File: src/rtl/alu_issue_stage.sv
// alu_issue_stage: ID/EX stage that decodes RV32I into ALU opcode/operands and registers them.
//   Ports: clk, rst_n (async, active low), flush (sync kill)
//          in_valid/in_ready, instr, pc_in, rs1_data, rs2_data   (decode side)
//          out_valid/out_ready, alu_a, alu_b, alu_opcode, rd,
//          reg_write, is_branch, illegal, pc_out                  (execute side)
//   Macro ALU_ISSUE_SKID_EN adds a one-entry skid so in_ready is a pure register output.
module alu_issue_stage #(
    parameter int XLEN          = 32,
    parameter int RESET_PC_ZERO = 1
) (
    input  logic            clk,
    input  logic            rst_n,
    input  logic            flush,
    input  logic            in_valid,
    output logic            in_ready,
    input  logic [31:0]     instr,
    input  logic [XLEN-1:0] pc_in,
    input  logic [XLEN-1:0] rs1_data,
    input  logic [XLEN-1:0] rs2_data,
    output logic            out_valid,
    input  logic            out_ready,
    output logic [XLEN-1:0] alu_a,
    output logic [XLEN-1:0] alu_b,
    output logic [3:0]      alu_opcode,
    output logic [4:0]      rd,
    output logic            reg_write,
    output logic            is_branch,
    output logic            illegal,
    output logic [XLEN-1:0] pc_out
);
    localparam logic [3:0] ADD = 4'd0, SUB = 4'd1, SLL = 4'd2, SLT = 4'd3, SLTU = 4'd4;
    localparam logic [3:0] XOR = 4'd5, SRL = 4'd6, SRA = 4'd7, OR = 4'd8, AND = 4'd9;
    localparam logic [6:0] OPC_OP = 7'b0110011, OPC_IMM = 7'b0010011, OPC_LUI = 7'b0110111;
    localparam logic [6:0] OPC_AUIPC = 7'b0010111, OPC_LOAD = 7'b0000011, OPC_STORE = 7'b0100011;
    localparam logic [6:0] OPC_BR = 7'b1100011, OPC_JAL = 7'b1101111, OPC_JALR = 7'b1100111;
    localparam logic [XLEN-1:0] RST_PC = RESET_PC_ZERO != 0 ? {XLEN{1'b0}} : {XLEN{1'b1}};

    typedef struct packed {
        logic [3:0]      op;
        logic [XLEN-1:0] a;
        logic [XLEN-1:0] b;
        logic [XLEN-1:0] pc;
        logic [4:0]      rd;
        logic            rw;
        logic            br;
        logic            ill;
    } word_t;

    localparam word_t RST_WORD = '{pc: RST_PC, default: '0};

    function automatic logic [3:0] f3_op(input logic [2:0] f, input logic alt);
        case (f)
            3'b000:  f3_op = alt ? SUB : ADD;
            3'b001:  f3_op = SLL;
            3'b010:  f3_op = SLT;
            3'b011:  f3_op = SLTU;
            3'b100:  f3_op = XOR;
            3'b101:  f3_op = alt ? SRA : SRL;
            3'b110:  f3_op = OR;
            3'b111:  f3_op = AND;
        endcase
    endfunction

    logic [6:0]      opc, f7;
    logic [2:0]      f3;
    logic            alt, shift;
    logic [XLEN-1:0] imm_i, imm_s, imm_u;
    word_t           dec, out_q, out_d;
    logic            out_v_q, out_v_d, accept;

    assign opc   = instr[6:0];
    assign f3    = instr[14:12];
    assign f7    = instr[31:25];
    assign alt   = f7 == 7'b0100000;
    assign shift = f3[1:0] == 2'b01;
    assign imm_i = XLEN'($signed(instr[31:20]));
    assign imm_s = XLEN'($signed({instr[31:25], instr[11:7]}));
    assign imm_u = XLEN'($signed({instr[31:12], 12'b0}));

    always_comb begin
        dec    = '0;
        dec.pc = pc_in;
        dec.rd = instr[11:7];
        dec.rw = 1'b1;
        case (opc)
            OPC_OP: begin
                dec.op  = f3_op(f3, alt);
                dec.a   = rs1_data;
                dec.b   = rs2_data;
                dec.ill = f7 != 7'b0 && !(alt && (f3 == 3'b000 || f3 == 3'b101));
            end
            OPC_IMM: begin
                dec.op  = f3_op(f3, f3 == 3'b101 && alt);
                dec.a   = rs1_data;
                dec.b   = shift ? XLEN'(instr[24:20]) : imm_i;
                dec.ill = shift && f7 != 7'b0 && !(f3 == 3'b101 && alt);
            end
            OPC_LUI:   dec.b = imm_u;
            OPC_AUIPC: begin
                dec.a = pc_in;
                dec.b = imm_u;
            end
            OPC_LOAD: begin
                dec.a = rs1_data;
                dec.b = imm_i;
            end
            OPC_STORE: begin
                dec.a  = rs1_data;
                dec.b  = imm_s;
                dec.rw = 1'b0;
            end
            OPC_BR: begin
                dec.op  = f3[2] ? (f3[1] ? SLTU : SLT) : SUB;
                dec.a   = rs1_data;
                dec.b   = rs2_data;
                dec.rw  = 1'b0;
                dec.br  = 1'b1;
                dec.ill = f3[2:1] == 2'b01;
            end
            OPC_JAL, OPC_JALR: begin
                dec.a = pc_in;
                dec.b = XLEN'(4);
            end
            default: dec.ill = 1'b1;
        endcase
        // Illegal words still travel downstream, but as a harmless ADD 0,0 with no side effects.
        if (dec.ill) begin
            dec.op = ADD;
            dec.a  = '0;
            dec.b  = '0;
            dec.rw = 1'b0;
            dec.br = 1'b0;
        end
        if (dec.rd == 5'd0) dec.rw = 1'b0;
    end

    assign accept = in_valid && in_ready;

`ifdef ALU_ISSUE_SKID_EN
    word_t skid_q, skid_d;
    logic  skid_v_q, skid_v_d;

    assign in_ready = !skid_v_q;

    always_comb begin
        out_d    = out_q;
        out_v_d  = out_v_q;
        skid_d   = skid_q;
        skid_v_d = skid_v_q;
        if (flush) begin
            out_v_d  = 1'b0;
            skid_v_d = 1'b0;
        end else if (!out_v_q || out_ready) begin
            // A full skid never coincides with an accept, so the skid word always goes first.
            out_v_d  = skid_v_q || accept;
            out_d    = skid_v_q ? skid_q : accept ? dec : out_q;
            skid_v_d = 1'b0;
        end else if (accept) begin
            skid_d   = dec;
            skid_v_d = 1'b1;
        end
    end

    always_ff @(posedge clk or negedge rst_n) begin
        if (!rst_n) begin
            skid_q   <= RST_WORD;
            skid_v_q <= 1'b0;
        end else begin
            skid_q   <= skid_d;
            skid_v_q <= skid_v_d;
        end
    end
`else
    assign in_ready = !out_v_q || out_ready;

    always_comb begin
        out_d   = out_q;
        out_v_d = out_v_q;
        if (flush) begin
            out_v_d = 1'b0;
        end else if (!out_v_q || out_ready) begin
            out_v_d = accept;
            out_d   = accept ? dec : out_q;
        end
    end
`endif

    always_ff @(posedge clk or negedge rst_n) begin
        if (!rst_n) begin
            out_q   <= RST_WORD;
            out_v_q <= 1'b0;
        end else begin
            out_q   <= out_d;
            out_v_q <= out_v_d;
        end
    end

    assign out_valid  = out_v_q;
    assign alu_a      = out_q.a;
    assign alu_b      = out_q.b;
    assign alu_opcode = out_q.op;
    assign rd         = out_q.rd;
    assign reg_write  = out_q.rw;
    assign is_branch  = out_q.br;
    assign illegal    = out_q.ill;
    assign pc_out     = out_q.pc;
endmodule

File: config.mk
export PLATFORM = sky130hd
export DESIGN_NAME = alu_issue_stage
export DESIGN_NICKNAME = d
export VERILOG_FILES = /design/src/rtl/alu_issue_stage.sv
export SDC_FILE = /design/constraint.sdc
export NUM_CORES = 1
export LEC_CHECK = 0
export ABC_AREA = 1
export CAP_MARGIN = 30
export CORE_UTILIZATION = 46
export DETAILED_ROUTE_END_ITERATION = 8
export MAX_ROUTING_LAYER = met4
export PLACE_DENSITY_LB_ADDON = 0.25
export SETUP_SLACK_MARGIN = 0.3
export SLEW_MARGIN = 20
export SYNTH_ARGS = -nofsm -noshare
export SYNTH_HDL_FRONTEND = slang
export SYNTH_SLANG_ARGS = --single-unit
export TNS_END_PERCENT = 10
File: constraint.sdc
create_clock -name clk -period 2.9 [get_ports clk]
set_input_delay 0.87 -clock clk [delete_from_list [all_inputs] [get_ports clk]]
set_output_delay 0.87 -clock clk [all_outputs]
set_load 0.03 [all_outputs]
# Word-level counts from Yosys, hierarchy flattened
# Cells that the tools add are included.
[totals]
ff_bits = 109
out_inout_bits = 110
[op_classes]
n_eq_ne = 19
mux = 20
bitwise = 1
n_reduce_logical = 23
[ops]
columns = ["cell", "n"]
rows = [
  ["$pmux 32 s6", 1],
  ["$mux 68", 1],
  ["$pmux 32 s2", 1],
  ["$pmux 4 s8", 2],
  ["$mux 32", 1],
  ["$eq 7x6->1 const B", 4],
  ["$eq 7x7->1 const B", 3],
  ["$eq 7x5->1 const B", 2],
  ["$eq 3x3->1 const B", 4],
  ["$pmux 4 s3", 1],
  ["$mux 1", 9],
  ["$reduce_or 2->1", 4],
  ["$eq 7x2->1 const B", 1],
  ["$reduce_bool 7->1", 1],
  ["$eq 3x2->1 const B", 2],
  ["$logic_and 1x1->1", 6],
  ["$mux 3", 2],
  ["$reduce_or 6->1", 1],
  ["$logic_not 5->1", 1],
  ["$reduce_or 5->1", 1],
  ["$eq 2x1->1 const B", 2],
  ["$pmux 1 s4", 1],
  ["$eq 3x1->1 const B", 1],
  ["$logic_not 1->1", 3],
  ["7 further kinds", 8],
]

# Logic depth before layout (Yosys ltp)
[depth]
depth_word = 8
ltp_mapped = 11

# Worst setup path before layout
# OpenSTA, ideal clock, no wires.
[synth_path]
path_type = "input to register"
from = "input port out_ready"
to = "register out_q, in the netlist pc_out[21]"
setup_ns = 0.065
t_arrival_ns = 2.038
required_time_ns = 2.835
path_slack_ns = 0.797
path_stages = 8
path_buffers = 2
path_cell_list = "nor2_1 -> inv_1 -> nand2_1 -> inv_2 -> clkbuf_1 -> clkbuf_1 -> nand2_1 -> nand2_1"
[synth_between]
elab_chain_cells = 3
[synth_lines]
columns = ["item", "line", "rtl"]
rows = [
  ["start, declared", "21", "input logic out_ready,"],
  ["$logic_or 1x1->1 *", "174", "assign in_ready = !out_v_q || out_ready;"],
  ["via in_ready", "15", "output logic in_ready,"],
  ["$logic_and 1x1->1", "137", "assign accept = in_valid && in_ready;"],
  ["$reduce_and 3->1 (no line) *", "--", ""],
  ["end signal, assigned", "193", "out_q <= out_d;"],
  ["end, declared", "68", "word_t dec, out_q, out_d;"],
]
# The timed path passes the listed nets; every way through them passes the cells marked *.
# A chain may end at the register's enable or synchronous reset.

# Worst setup path after layout
[layout_path]
from = "input port out_ready"
to = "output port in_ready"
[layout_between]
elab_chain_cells = 1
[layout_lines]
columns = ["item", "line"]
rows = [
  ["$logic_or 1x1->1", "174"],
  ["end, declared", "15"],
]
# No other way between the ends.

==> qor.log <==
INFO  layout         finalNonFillerCells=1,144
INFO  logic_synthesis synthMuxAreaShare=0.00206
INFO  timing         worst_slew_margin_rel=0.677
INFO  timing         finalHoldViolations=0
INFO  worst_setup_path arrival=1670ps
INFO  grt            grt_first_pass_wirelength=29,100um
INFO  timing         max_clock_freq=394MHz
INFO  worst_setup_path critical_path.endpoint_type=output pin
INFO  routing        detail_route.drc_violations=0
INFO  logic_synthesis postSynthAreaPerCell=7.15um2
INFO  timing         finalMaxSlewViolations=0
INFO  logic_synthesis synthDistinctLibCells=22
INFO  cts            clockBufferDepth=2
INFO  power          p_leak=4.19nW
INFO  worst_setup_path critical_setup_path_kind=input port to output pin
INFO  logic_synthesis syn_area=0.00546mm2
INFO  timing         tightest_slew=481ps
INFO  cts            worst_skew_pair.late_latency=350ps
INFO  placed_design  buffer_ports.inserted=242
INFO  logic_synthesis synth_xor_area_frac=0
INFO  die            fp.dieW=111um
INFO  die            die_y=111um
INFO  layout         drive_above_1_share=0.0569
INFO  die            floorplan.die_area=0.0123mm2
INFO  status         run_status=finished, final reports clean
INFO  layout         antennaDiodeCount=0
INFO  power          power_per_cell_area=442mW/mm2
INFO  cts            total_of_hold_buffers_inserted_after_clock_tree_synthesis=0
INFO  logic_synthesis synthesis.nets=896
INFO  logic_synthesis post_synth_fa_ha_maj_area_fraction=0
INFO  timing         setup_violations=0
INFO  timing         fin_skew=5.60ps
INFO  run            max_cap_violations=0
INFO  die            floorplan.io_pins=243
INFO  min_path       min-delay-path-class=input port to async pin
INFO  die            placeableCoreArea=0.0115mm2
INFO  cts            ctsResizeCount=0
INFO  routing        num_vias=5,963
INFO  routing        firstDrtPassIters=5
INFO  placed_design  globalplace.congestion=0.867
INFO  logic_synthesis synth-warning-count=0
INFO  timing         layout_min_cycle_time=2540ps
INFO  routing        initialDrtViolationCount=543
INFO  worst_setup_path path_max_fanout=3
INFO  die            initial_utilization=0.476
INFO  placed_design  hpwl=12,900um
INFO  cts            tritoncts_num_sinks=109
INFO  logic_synthesis synth-simple-area-share=0.415
INFO  routing        detail_route.wirelength=17,700um
INFO  layout         utilization=0.739
INFO  logic_synthesis synth_compound_gate_area_share=0.0309
INFO  logic_synthesis netlist_instances=763
INFO  routing        drt.antenna.violating_nets=0
INFO  grt            via_count_of_the_first_global_routing_pass=5,850
INFO  timing         finalCritPeriodShare=0.876
INFO  layout         syn_to_final_growth=55.1%
INFO  die            std_cell_rows=39
INFO  timing         holdWs=419ps
INFO  logic_synthesis synth-seq-cells=109
INFO  logic_synthesis combinational_family_with_the_most_area_after_synthesis=simple AND/OR/NAND/NOR gates
INFO  cts            clkSlewWorstSetupHoldPaths=70ps
INFO  cts            numCtsBuffers=9
INFO  logic_synthesis synth-seq-area-share=0.500
INFO  placed_design  placed_cells=1,128
INFO  grt            antenna_found_initial=0
INFO  cts            cts_tree=done
INFO  grt            track_usage=0.306
INFO  worst_setup_path worstPathRequired=2030ps
INFO  routing        route.detailed.wl_per_inst=15.5um
INFO  timing         setup_repair_after_global_routing_missed_its_margin=true
INFO  cts            cts_root_buffer=clkbuf_16
INFO  worst_setup_path critPathLaunchType=input port
INFO  layout         nets=1,129
INFO  grt            grt_overflow_total=0
INFO  cts            post-cts-setup-buffers=0
INFO  routing        drt-vias-per-instance=5.21
INFO  cts            h_tree_depth=3
INFO  grt            grt_start_max_net_pins=85
INFO  timing         setup_tns_final=0ps
INFO  power          max-vdd-ir-drop=362uV
-- cell usage after synthesis --
cell,n,area (um2)
nand2_2,2,12.5
mux2_2,1,11.3
buf_2,17,85.1
nand3b_1,1,7.51
a21oi_1,22,110
nor2_1,21,78.8
o32ai_1,1,8.76
buf_4,6,45.0
dfrtp_1,109,2730
clkbuf_1,15,56.3
inv_2,6,22.5
nand3_1,101,505
o21ai_1,1,5.00
inv_1,16,60.1
nor2_4,1,11.3
nor3_1,4,20.0
nand4_1,7,43.8
o21ai_0,9,45.0
nor3_4,1,16.3
nor2_2,1,6.26
buf_1,5,18.8
nand2_1,416,1560
-- path summary, 6_finish.rpt --
kind	startpoint	to	slack (ps)	depth (start not counted)
worst max-delay path	out_ready	in_ready	360	4
max in group asynchronous	rst_n	alu_a[11]	1840	2
worst min-delay path	rst_n	alu_a[31]	420	1
min in group clk	alu_a[31]	alu_a[31]	480	2
worst max register to register	out_valid	alu_a[4]	1320	8
worst min register to register	alu_a[31]	alu_a[31]	480	2
-- worst max-delay path: stages --
cell,delay [ps]
clkdlybuf4s50_1,450
nor2_1,40
inv_1,120
buf_4,180
-- metrics by stage --
step                setup slack (ps)  instance area [um2]  power [mW]
CTS                              361                 8460        3.77
floorplan                        797                 5460        2.02
global route                     294                 8470        3.91
global placement                 179                 8160        2.50
finish                           359                 8470        3.75
detailed placement               151                 8160        2.51
-- metal layers --
metal / track usage / vias to the layer above / wire length, um
met5: - / - / 0
met4: 0.110 / 0 / 511
met3: 0.0601 / 37 / 1650
met2: 0.495 / 302 / 8530
met1: 0.382 / 2746 / 7050
li1: - / 2878 / -
-- cell type report --
cell class                      instances  area [um2]
Fill cell                             910        3000
Clock buffer                            9         225
Inverter                               22        82.6
Sequential cell                       109        2730
Timing Repair Buffer                  265        2720
Clock inverter                          7        80.1
Tap cell                              143         179
Multi-Input combinational cell        589        2460
-- where the power goes --
part	switching, mW	leakage (nW)	total [mW]	internal (mW)
logic	0.450	2.59	0.830	0.380
clock network	0.585	0.148	1.27	0.683
registers	0.0466	1.46	1.65	1.60
-- kinds of logic (layout without fill, tap and decap cells) --
family | after synthesis | in the layout
AO/OA/AOI/OAI | 33 | 33
buffers and inverters | 65 | 303
multiplexers | 1 | 1
flip-flops | 109 | 109
AND/OR/NAND/NOR | 555 | 555
-- cell usage in the layout (no fill, tap or decap), types with 2 or more instances in the layout --
master	count
a21oi_1	21
buf_12	10
buf_4	15
clkbuf_16	9
clkdlybuf4s50_1	240
dfrtp_1	109
inv_1	16
inv_2	6
inv_6	2
nand2_1	413
nand2_2	4
nand3_1	101
nand4_1	7
nor2_1	21
nor3_1	4
o21ai_0	9
-- registers in the layout (all words and copies together), names as in the netlist --
register / count
rd: 5
alu_opcode: 4
is_branch: 1
pc_out: 32
alu_a: 32
illegal: 1
alu_b: 32
reg_write: 1
out_valid: 1
Note: power is estimated with default switching activity, not from simulation.
